## src/rtl/hack_control_unit.sv

```systemverilog
// hack_control_unit: multi-cycle Hack CPU control/register stage feeding a combinational ALU
// Optional halt detection (output halted, HALT state) is enabled by defining HACK_HALT_DETECT_EN.
module hack_control_unit #(
   parameter int ADDR_W = 15,
   parameter logic [ADDR_W-1:0] RESET_PC = '0
) (
   input  logic              clk,
   input  logic              rst_n,
   output logic              rom_req,
   output logic [ADDR_W-1:0] rom_addr,
   input  logic              rom_ack,
   input  logic [15:0]       rom_data,
   output logic              mem_req,
   output logic              mem_we,
   output logic [ADDR_W-1:0] mem_addr,
   output logic [15:0]       mem_wdata,
   input  logic              mem_ack,
   input  logic [15:0]       mem_rdata,
   output logic [15:0]       alu_x,
   output logic [15:0]       alu_y,
   output logic              alu_zx,
   output logic              alu_nx,
   output logic              alu_zy,
   output logic              alu_ny,
   output logic              alu_f,
   output logic              alu_no,
   input  logic [15:0]       alu_out,
   input  logic              alu_zr,
   input  logic              alu_ng,
`ifdef HACK_HALT_DETECT_EN
   output logic              halted,
`endif
   output logic [ADDR_W-1:0] pc
);
   typedef enum logic [2:0] {
      FETCH, DECODE, MEMRD, EXEC, MEMWR
`ifdef HACK_HALT_DETECT_EN
      , HALT
`endif
   } state_t;

   state_t            state_q, state_d;
   logic [15:0]       a_q, a_d, d_q, d_d, ir_q, ir_d, mreg_q, mreg_d, wdata_q, wdata_d;
   logic [ADDR_W-1:0] pc_q, pc_d, waddr_q, waddr_d;
   logic              rom_req_q, rom_req_d, mem_req_q, mem_req_d, mem_we_q, mem_we_d;
   logic              taken;
`ifdef HACK_HALT_DETECT_EN
   logic              halt_q, halt_d;
   assign halted = halt_q;
`endif

   assign taken     = (ir_q[2] & alu_ng) | (ir_q[1] & alu_zr) | (ir_q[0] & ~alu_ng & ~alu_zr);
   assign rom_req   = rom_req_q;
   assign rom_addr  = pc_q;
   assign mem_req   = mem_req_q;
   assign mem_we    = mem_we_q;
   assign mem_addr  = (state_q == MEMWR) ? waddr_q : a_q[ADDR_W-1:0];
   assign mem_wdata = wdata_q;
   assign alu_x     = d_q;
   assign alu_y     = ir_q[12] ? mreg_q : a_q;
   assign {alu_zx, alu_nx, alu_zy, alu_ny, alu_f, alu_no} = ir_q[11:6];
   assign pc        = pc_q;

   // Next-state and register-update logic; request flops decode the next state so they are glitch-free
   always_comb begin
      state_d = state_q;
      a_d     = a_q;
      d_d     = d_q;
      ir_d    = ir_q;
      mreg_d  = mreg_q;
      pc_d    = pc_q;
      waddr_d = waddr_q;
      wdata_d = wdata_q;
`ifdef HACK_HALT_DETECT_EN
      halt_d  = halt_q;
`endif
      case (state_q)
         FETCH: if (rom_req_q && rom_ack) begin
            ir_d    = rom_data;
            state_d = DECODE;
         end
         DECODE: if (!ir_q[15]) begin
            a_d     = ir_q;
            pc_d    = pc_q + 1'b1;
            state_d = FETCH;
         end else state_d = ir_q[12] ? MEMRD : EXEC;
         MEMRD: if (mem_ack) begin
            mreg_d  = mem_rdata;
            state_d = EXEC;
         end
         EXEC: begin
            if (ir_q[5]) a_d = alu_out;
            if (ir_q[4]) d_d = alu_out;
            pc_d    = taken ? a_q[ADDR_W-1:0] : pc_q + 1'b1;
            wdata_d = alu_out;
            waddr_d = a_q[ADDR_W-1:0];
            state_d = ir_q[3] ? MEMWR : FETCH;
`ifdef HACK_HALT_DETECT_EN
            if (taken && a_q[ADDR_W-1:0] == pc_q) begin
               halt_d  = 1'b1;
               state_d = HALT;
            end
`endif
         end
         MEMWR: if (mem_ack) state_d = FETCH;
         default: ;
      endcase
      rom_req_d = state_d == FETCH;
      mem_req_d = state_d == MEMRD || state_d == MEMWR;
      mem_we_d  = state_d == MEMWR;
   end

   // State and register flops; reset abandons any outstanding request immediately
   always_ff @(posedge clk or negedge rst_n) begin
      if (!rst_n) begin
         state_q   <= FETCH;
         a_q       <= '0;
         d_q       <= '0;
         ir_q      <= '0;
         mreg_q    <= '0;
         pc_q      <= RESET_PC;
         waddr_q   <= '0;
         wdata_q   <= '0;
         rom_req_q <= 1'b0;
         mem_req_q <= 1'b0;
         mem_we_q  <= 1'b0;
`ifdef HACK_HALT_DETECT_EN
         halt_q    <= 1'b0;
`endif
      end else begin
         state_q   <= state_d;
         a_q       <= a_d;
         d_q       <= d_d;
         ir_q      <= ir_d;
         mreg_q    <= mreg_d;
         pc_q      <= pc_d;
         waddr_q   <= waddr_d;
         wdata_q   <= wdata_d;
         rom_req_q <= rom_req_d;
         mem_req_q <= mem_req_d;
         mem_we_q  <= mem_we_d;
`ifdef HACK_HALT_DETECT_EN
         halt_q    <= halt_d;
`endif
      end
   end
endmodule

```

## config.mk

```make
export PLATFORM = sky130hd
export DESIGN_NAME = hack_control_unit
export DESIGN_NICKNAME = d
export VERILOG_FILES = /design/src/rtl/hack_control_unit.sv
export SDC_FILE = /design/constraint.sdc
export NUM_CORES = 1
export LEC_CHECK = 0
export CORE_MARGIN = 2
export CORE_UTILIZATION = 50
export CTS_BUF_LIST = sky130_fd_sc_hd__clkbuf_8
export CTS_CLUSTER_DIAMETER = 150
export CTS_CLUSTER_SIZE = 14
export DETAILED_ROUTE_END_ITERATION = 8
export GPL_TIMING_DRIVEN = 1
export PLACE_DENSITY = 0.94
export SLEW_MARGIN = 20
export SYNTH_ARGS = -nofsm -noshare
export SYNTH_HDL_FRONTEND = slang
export SYNTH_SLANG_ARGS = --single-unit
```

## constraint.sdc

```tcl
create_clock -name clk -period 2.3 [get_ports clk]
set_input_delay 0.23 -clock clk [delete_from_list [all_inputs] [get_ports clk]]
set_output_delay 0.23 -clock clk [all_outputs]
set_load 0.05 [all_outputs]
```

==> run metrics, run 1 <==
status finished, final reports clean; DRC Markers 0; vias in the first global route roughly 4500; max cap viols 0; n_diodes 0; Post-DRT Antenna Nets 0; Post-synth top flop dfrtp_1; Max Slew Vio Count 0; Total GRT Usage roughly a quarter; TritonCTS clock tree built; Setup CP Type reg2out; Multi-input gate area roughly 0.0023 mm2; IO Port Bufs approximately 160; CTS Buf Count 17; Filler Cells Inserted about 780; area delta synth->final 35.6%; first-pass GRT wire length ~23 mm; core area 0.0108 mm2; Die X 109 um; mapped cell area ~0.0056 mm2; clock root cell clkbuf_8; largest net degree at the start of global routing a little under 50; skew final 12.7 ps; Synth area leader dfrtp_1; syn_area_per_cell about 11 um2; Vias around 4400; initial antenna violation count 0; share of the synthesized area in the top cell type roughly 52%; Wirelength per Cell approximately 18 um; R2R Path Start pc[0]$_DFFE_PN0P_; final setup vio count 0; clock slew at reported path FFs about 70 ps; syn nets about 550; Data required, critical path 2070 ps; min Tclk post-route roughly 2200 ps; crit start category register; worst endpoint data arrival time ~2000 ps; Final Instance Count excl. Fillers between 700 and 800; gr ovfl total 0; Commonest cells post-synth nand2_1, dfrtp_1, mux2_2, o21ai_0; Synth Warn # 0; CP max FO 11; unrepaired setup endpoints after global routing no; Synth cell types 51; DP Wirelength 10.3 mm; fmax approximately 450 MHz; final hold violations 0; Yosys reg bits about 120; Site Rows 38; Post-CTS Setup Inserts 0; initial core utilization 51.3%; post-route setup TNS 0 ps; Die ar. 0.0120 mm2; ranking of synthesized cells by area dfrtp_1, mux2_2, nand2_1, mux2i_1, buf_4; Worst slew margin 52.5%; Max clock buf depth 2; WL final 14.7 mm; Slew @ Worst Pin 712 ps; placed instance count roughly 770; routed vias/inst between 5 and 6; cell with the most instances after synthesis nand2_1; post-route clock period utilization 95.7%; Mapped Cells 498; Die H ~110 um; sequential fraction of the synthesis area 52.2%; Worst-Skew Late Latency 430 ps; drt pass-1 iters 7; clock net sink count approximately 120; Final nets 700; I/O pin cnt around 160; worst reg2reg path depth 5; H-tree Lvls 4; Synth async-reset ratio between 90% and 100%; Reg2Reg Setup Slack 490 ps; utilization after layout a little over two thirds; share of cells above drive strength 1 between 20% and 30%; CP Capture Type primary output; register area just under 0.003 mm2; GP Congestion 0.896; HP Class in2async; RR Endpoint pc[10]$_DFFE_PN0P_; initial DRC count a little over 300; Post-synth EDFFs 0
==> cell families after synthesis <==
group,Yosys count,share of synthesized area (%)
and+or+nand+nor,170,14.2
DFF,116,52.2
muxes,102,20.1
AOI/OAI and AO/OA,59,7.41
buffers and inverters,50,5.83
adders and majority gates,1,0.225
==> sequential cells by signal, indices dropped and copies added (netlist names) <==
signal and cells:
rom_req 1, mreg_q 16, state_q 3, waddr_q 15, a_q 16, mem_we 1
mem_wdata 16, pc 15, mem_req 1, alu_x 16, ir_q 16
==> layout make-up <==
type,instances,share of cell area (%)
Sequential cell,116,38.6
Tap cell,140,2.32
Multi-Input combinational cell,332,30.9
Inverter,8,0.432
Clock inverter,9,1.64
Clock buffer,23,4.20
Timing Repair Buffer,170,21.9
==> worst max path at each step <==
stage | start | endpoint | slack, ps | cells after the start
after floorplan | pc[0]$_DFFE_PN0P_ | pc[10]$_DFFE_PN0P_ | 440 | 5
after detailed placement | alu_ng | pc[11]$_DFFE_PN0P_ | 350 | 5
after global routing | state_q[1]$_DFF_PN0_ | mem_addr[14] | 4 | 5
after CTS | state_q[2]$_DFF_PN0_ | mem_addr[4] | 10 | 4
final | state_q[1]$_DFF_PN0_ | mem_addr[4] | 100 | 5
after global placement | alu_ng | pc[14]$_DFFE_PN0P_ | 360 | 5
==> layout by cell type (no fill, tap or decap), types with 3 or more instances in the layout <==
master and instances:
buf_12 5, clkbuf_8 23, nand2_1 124, buf_4 40, a21oi_1 4, or3_1 3, dfrtp_1 113, a211oi_1 4
dfrtp_2 3, mux2_2 71, nand3_1 6, bufinv_16 3, nand4_1 5, inv_1 8, mux2_1 8, and4_1 4
nor2_1 7, a2bb2oi_1 5, o21ai_0 24, nor4_1 5, clkdlybuf4s50_1 123, mux2i_1 23, a21oi_2 5, clkinv_2 3
==> critical path, stage by stage, from the launching register on <==
cell and delay, ps:
dfrtp_2 480, inv_4 130, and3_1 200, buf_6 170, mux2_2 370, buf_4 200
==> metrics by stage <==
stage	hold WS [ps]	worst slack (ps)	area, um2
2_1_floorplan	-65.6	435	5560
3_3_place_gp	298	359	7080
3_5_place_dp	315	353	7080
4_1_cts	395	13.2	7530
5_1_grt	381	4.01	7540
6_report	396	100	7540
==> what timing repair did <==
| item | in CTS | in global routing |
|---|---|---|
| pin swaps | 0 | 0 |
| hold buffers | 1 | 0 |
| hold endpoints to repair | 46 | 0 |
| endpoints found under the setup margin | 2 | 11 |
| gates resized for setup | 1 | 4 |
==> routing by layer <==
metal	part of all wire, %	wire, um	vias up	GRT usage [%]
li1	-	-	2015	-
met1	41	6060	2160	32.7
met2	49	7190	211	41.5
met3	8.9	1310	21	8.36
met4	1.0	148	0	7.23
met5	0	0	-	0
Power of run 1 is not shown: default switching activity piles up to over one toggle a cycle in this logic, so the estimate is an artifact.
==> inputs of run 2 (changes only) <==
Settings changed: PLACE_DENSITY 0.94 to not set, PLACE_DENSITY_LB_ADDON set to 0.05.
==> run 2 against run 1 <==
Against the previous run: count of clock-buffer cells in the layout is 2 lower; first-iteration DRC count is 44% lower; cell count is 0.13% higher; flip-flop and latch count is the same; register-to-register slack worse by 30 ps; wire length is 2.8% lower; sequential share of layout area grew 0.29 points; utilization shrank 0.54 points; critical path depth stayed put; die area unchanged; clock skew decreased by 6.2 ps; critical endpoint is now mem_addr[8]; non-clock buffer count rose by 2; largest cell class unchanged.
==> run metrics, run 2 (synthesis gave the netlist of run 1 again) <==
DP Wirelength ~10 mm; post-route setup TNS 0 ps; Crit. Startpoint state_q[0]$_DFF_PN0_; clock root cell clkbuf_8; routed vias/inst 5.44; crit start category register; GP Congestion 0.879; final setup vio count 0; DRC Markers 0; clock net sink count between 100 and 150; IO Port Bufs about 160; skew final 6.43 ps; area delta synth->final 34.6%; Final Instance Count excl. Fillers roughly 800; initial antenna violation count 0; HP Class in2async; DP Worst Slack approximately 350 ps; first-pass GRT wire length ~22 mm; largest net degree at the start of global routing 43; setup slack after layout slightly above 80 ps; Die H 109 um; worst endpoint data arrival time 1990 ps; Worst-Skew Late Latency around 430 ps; Site Rows 38; critical path endpoint mem_addr[8]; max cap viols 0; initial core utilization 51.3%; Final nets around 700; Max Slew Vio Count 0; CP max FO 15; share of cells above drive strength 1 roughly a quarter; clock slew at reported path FFs around 70 ps; drt pass-1 iters 5; commonest non-fill, non-tap cell in the layout nand2_1; post-route clock period utilization between 90% and 100%; gr ovfl total 0; Setup CP Type reg2out; placed instance count about 770; final hold violations 0; RR Endpoint a_q[0]$_DFFE_PN0P_; Slew @ Worst Pin between 500 and 600 ps; CTS Buf Count 17; Worst slew margin between 60 and 70%; H-tree Lvls 4; Wirelength per Cell between 15 and 20 um; fmax 451 MHz; R2R Path Start state_q[1]$_DFF_PN0_; core area between 0.01 and 0.015 mm2; n_diodes 0; most frequent cells in the layout nand2_1, clkdlybuf4s50_1, dfrtp_1; Total GRT Usage about a quarter; I/O pin cnt around 160; Post-DRT Antenna Nets 0; TritonCTS clock tree built; Max clock buf depth 2; vias in the first global route ~4400; Data required, critical path 2070 ps; initial DRC count about 170; worst reg2reg path depth 5; Reg2Reg Setup Slack about 460 ps; Die X 109 um; WL final 14.3 mm; min Tclk post-route 2220 ps; unrepaired setup endpoints after global routing no; status finished, final reports clean; CP Capture Type primary output; Die ar. approximately 0.012 mm2; Vias 4343
## run 2: cell types whose count changed in the layout (fill, tap and decap cells not counted), sizes merged
cell    previous run  this run
buf               46        48
inv                9        10
clkbuf            23        21
## run 2: worst min-delay path by stage
stage	startpoint	end	slack (ps)	cells after the start
finish	rst_n	mreg_q[5]$_DFFE_PN0P_	330	2
global route	rst_n	mreg_q[5]$_DFFE_PN0P_	360	2
CTS	rst_n	mreg_q[5]$_DFFE_PN0P_	330	2
detailed placement	rst_n	mreg_q[5]$_DFFE_PN0P_	260	1
global placement	rst_n	mreg_q[5]$_DFFE_PN0P_	250	1
floorplan	rst_n	a_q[0]$_DFFE_PN0P_	-70	0
## run 2: critical path, stage by stage, from the launching register on
cell and delay [ps]:
dfrtp_2 500, inv_1 100, and3_1 190, buf_6 200, mux2_2 370, buf_4 190
## run 2: final cells by class
| class | instances | area [um2] |
|---|---|---|
| fillers | 869 | 3360 |
| flip-flops and latches | 116 | 2910 |
| well taps | 140 | 175 |
| clock buffers | 21 | 289 |
| repair buffers | 172 | 1620 |
| inverters | 8 | 30.0 |
| multi-input cells | 332 | 2330 |
| clock inverters | 10 | 131 |
## run 2: per-layer routing
| layer | part of all wire, % | up-vias | routed length, um | track usage, % |
|---|---|---|---|---|
| met4 | 1.0 | 0 | 147 | 6.60 |
| met5 | 0 | - | 0 | 0 |
| li1 | - | 2015 | - | - |
| met2 | 49 | 159 | 6930 | 40.1 |
| met1 | 42 | 2149 | 6020 | 32.6 |
| met3 | 8.3 | 20 | 1190 | 8.83 |
## run 2: stage by stage
| step | utilization (%) | cell area, um2 | hold slack [ps] |
|---|---|---|---|
| 2_1_floorplan | - | 5560 | -65.6 |
| 3_3_place_gp | 64.9 | 7040 | 252 |
| 3_5_place_dp | 64.9 | 7040 | 257 |
| 4_1_cts | 69.0 | 7480 | 333 |
| 5_1_grt | 69.0 | 7480 | 364 |
| 6_report | 69.0 | 7480 | 327 |
## run 2: repair_timing
| item | in CTS | in global routing |
|---|---|---|
| hold endpoints to repair | 38 | 0 |
| gates resized for setup | 1 | 2 |
| endpoints found under the setup margin | 15 | 15 |
| hold buffers | 1 | 0 |
| setup buffers | 1 | 0 |
Power of run 2 is left out for the same reason.
==> inputs of run 3 (changes only) <==
Settings changed: ABC_CLOCK_PERIOD_IN_PS set to 2300, CORE_ASPECT_RATIO set to 0.75, SETUP_SLACK_MARGIN set to 0.02.
==> run 3 against run 2 <==
Against the previous run: via count down 1.2%; cell area down 0.57%; maximum frequency up 0.36%; register-to-register slack better by 50 ps; critical path type unchanged; largest cell class unchanged; highest routed layer unchanged.
==> run metrics, run 3 (synthesis gave the netlist of run 1 again) <==
largest net degree at the start of global routing ~120; status finished, final reports clean; crit start category register; clock net sink count approximately 120; post-route clock period utilization 96.1%; gr ovfl total 0; initial antenna violation count 0; share of cells above drive strength 1 between 20% and 30%; final setup vio count 0; Max stage delay cell, worst path dfrtp_2; clock root cell clkbuf_8; Setup CP Type reg2out; delay-heaviest family, CP buffers and inverters; Multi-input gate area 0.00233 mm2; Total GRT Usage between 20% and 30%; Die H about 95 um; I/O pin cnt roughly 160; Final nets about 700; first-pass GRT wire length about 23 mm; Max clock buf depth 2; Die X about 130 um; fmax around 450 MHz; R2R Path Start pc[0]$_DFFE_PN0P_; WL final 14.6 mm; clock slew at reported path FFs ~70 ps; HP Class in2async; TritonCTS clock tree built; initial DRC count about 420; Post-DRT Antenna Nets 0; Die ar. 0.0120 mm2; routed vias/inst around 5.4; CP max stage delay 440 ps; skew final about 11 ps; final hold violations 0; utilization after layout about 68%; area delta synth->final 33.8%; unrepaired setup endpoints after global routing no; Max Slew Vio Count 0; Crit. Startpoint state_q[1]$_DFF_PN0_; register area ~0.0029 mm2; Worst slew margin a little under three fifths; post-route setup TNS 0 ps; Vias 4292; CP max FO 15; CTS Buf Count 17; Slew @ Worst Pin approximately 670 ps; initial core utilization roughly 51%; GP Congestion roughly 0.86; min Tclk post-route between 2000 and 2500 ps; worst endpoint data arrival time a little under 2000 ps; Site Rows 33; Buf/Inv on CP 3; Data required, critical path ~2100 ps; most frequent cells in the layout nand2_1, clkdlybuf4s50_1, dfrtp_1; CP Capture Type primary output; Worst-Skew Late Latency between 400 and 500 ps; IO Port Bufs about 160; vias in the first global route around 4300; max cap viols 0; n_diodes 0; critical path cell sequence inv_4 > and3_1 > buf_8 > mux2_2 > buf_4; DP Wirelength about 10 mm; H-tree Lvls 4; Wirelength per Cell 18.2 um; commonest non-fill, non-tap cell in the layout nand2_1; Filler Cells Inserted 832; DRC Markers 0; drt pass-1 iters 5; core area approximately 0.011 mm2
-- run 3: changes by cell type in the layout (fill, tap and decap cells not counted), sizes merged --
cell      change
bufinv        -2
inv           -1
clkinvlp      +5
buf           +1
clkinv        +2
clkbuf        -3
-- run 3: worst paths after layout --
| path | to | slack, ps | cells after the start |
|---|---|---|---|
| setup / recovery | mem_addr[14] | 90 | 5 |
| hold / removal | mem_req$_DFF_PN0_ | 370 | 3 |
| setup reg to reg | pc[10]$_DFFE_PN0P_ | 510 | 5 |
| hold reg to reg | mem_wdata[5]$_DFFE_PN0N_ | 480 | 2 |
| max in group asynchronous | alu_x[5]$_DFFE_PN0P_ | 1370 | 3 |
| min in group clk | mem_wdata[7]$_DFFE_PN0N_ | 380 | 3 |
-- run 3: tightest hold or removal path, stage by stage --
cell and delay, ps:
dlygate4sd3_1 520, buf_4 110, buf_12 400
-- run 3: cell type report --
cell class / count / area share, %
multi-input cells: 332 / 31.3
clock inverters: 14 / 1.55
clock buffers: 18 / 3.33
flip-flops and latches: 116 / 39.1
well taps: 140 / 2.36
repair buffers: 173 / 21.9
inverters: 8 / 0.437
-- run 3: stage by stage --
| stage | hold WS (ps) | instances | setup slack [ps] | instance area (um2) |
|---|---|---|---|---|
| floorplan | -65.6 | 498 | 435 | 5560 |
| global placement | 372 | 764 | 400 | 7020 |
| detailed placement | 371 | 764 | 366 | 7020 |
| CTS | 361 | 797 | 19.2 | 7400 |
| global route | 377 | 801 | 25.5 | 7440 |
| finish | 367 | 801 | 90.2 | 7440 |
-- run 3: timing repair --
item                       in CTS  in global routing
resized for setup               5                  1
hold buffers                    1                  0
setup endpoints to repair      15                 15
hold endpoints to repair      116                  0
setup buffers                   0                  4
-- run 3: routing by layer --
layer / wire (um) / global-route usage [%] / up-vias
met5: 0 / 0 / -
met4: 97 / 5.68 / 0
met3: 994 / 8.02 / 10
met2: 6860 / 39.2 / 146
met1: 6610 / 34.3 / 2117
li1: - / - / 2019
Power of run 3 is left out for the same reason.
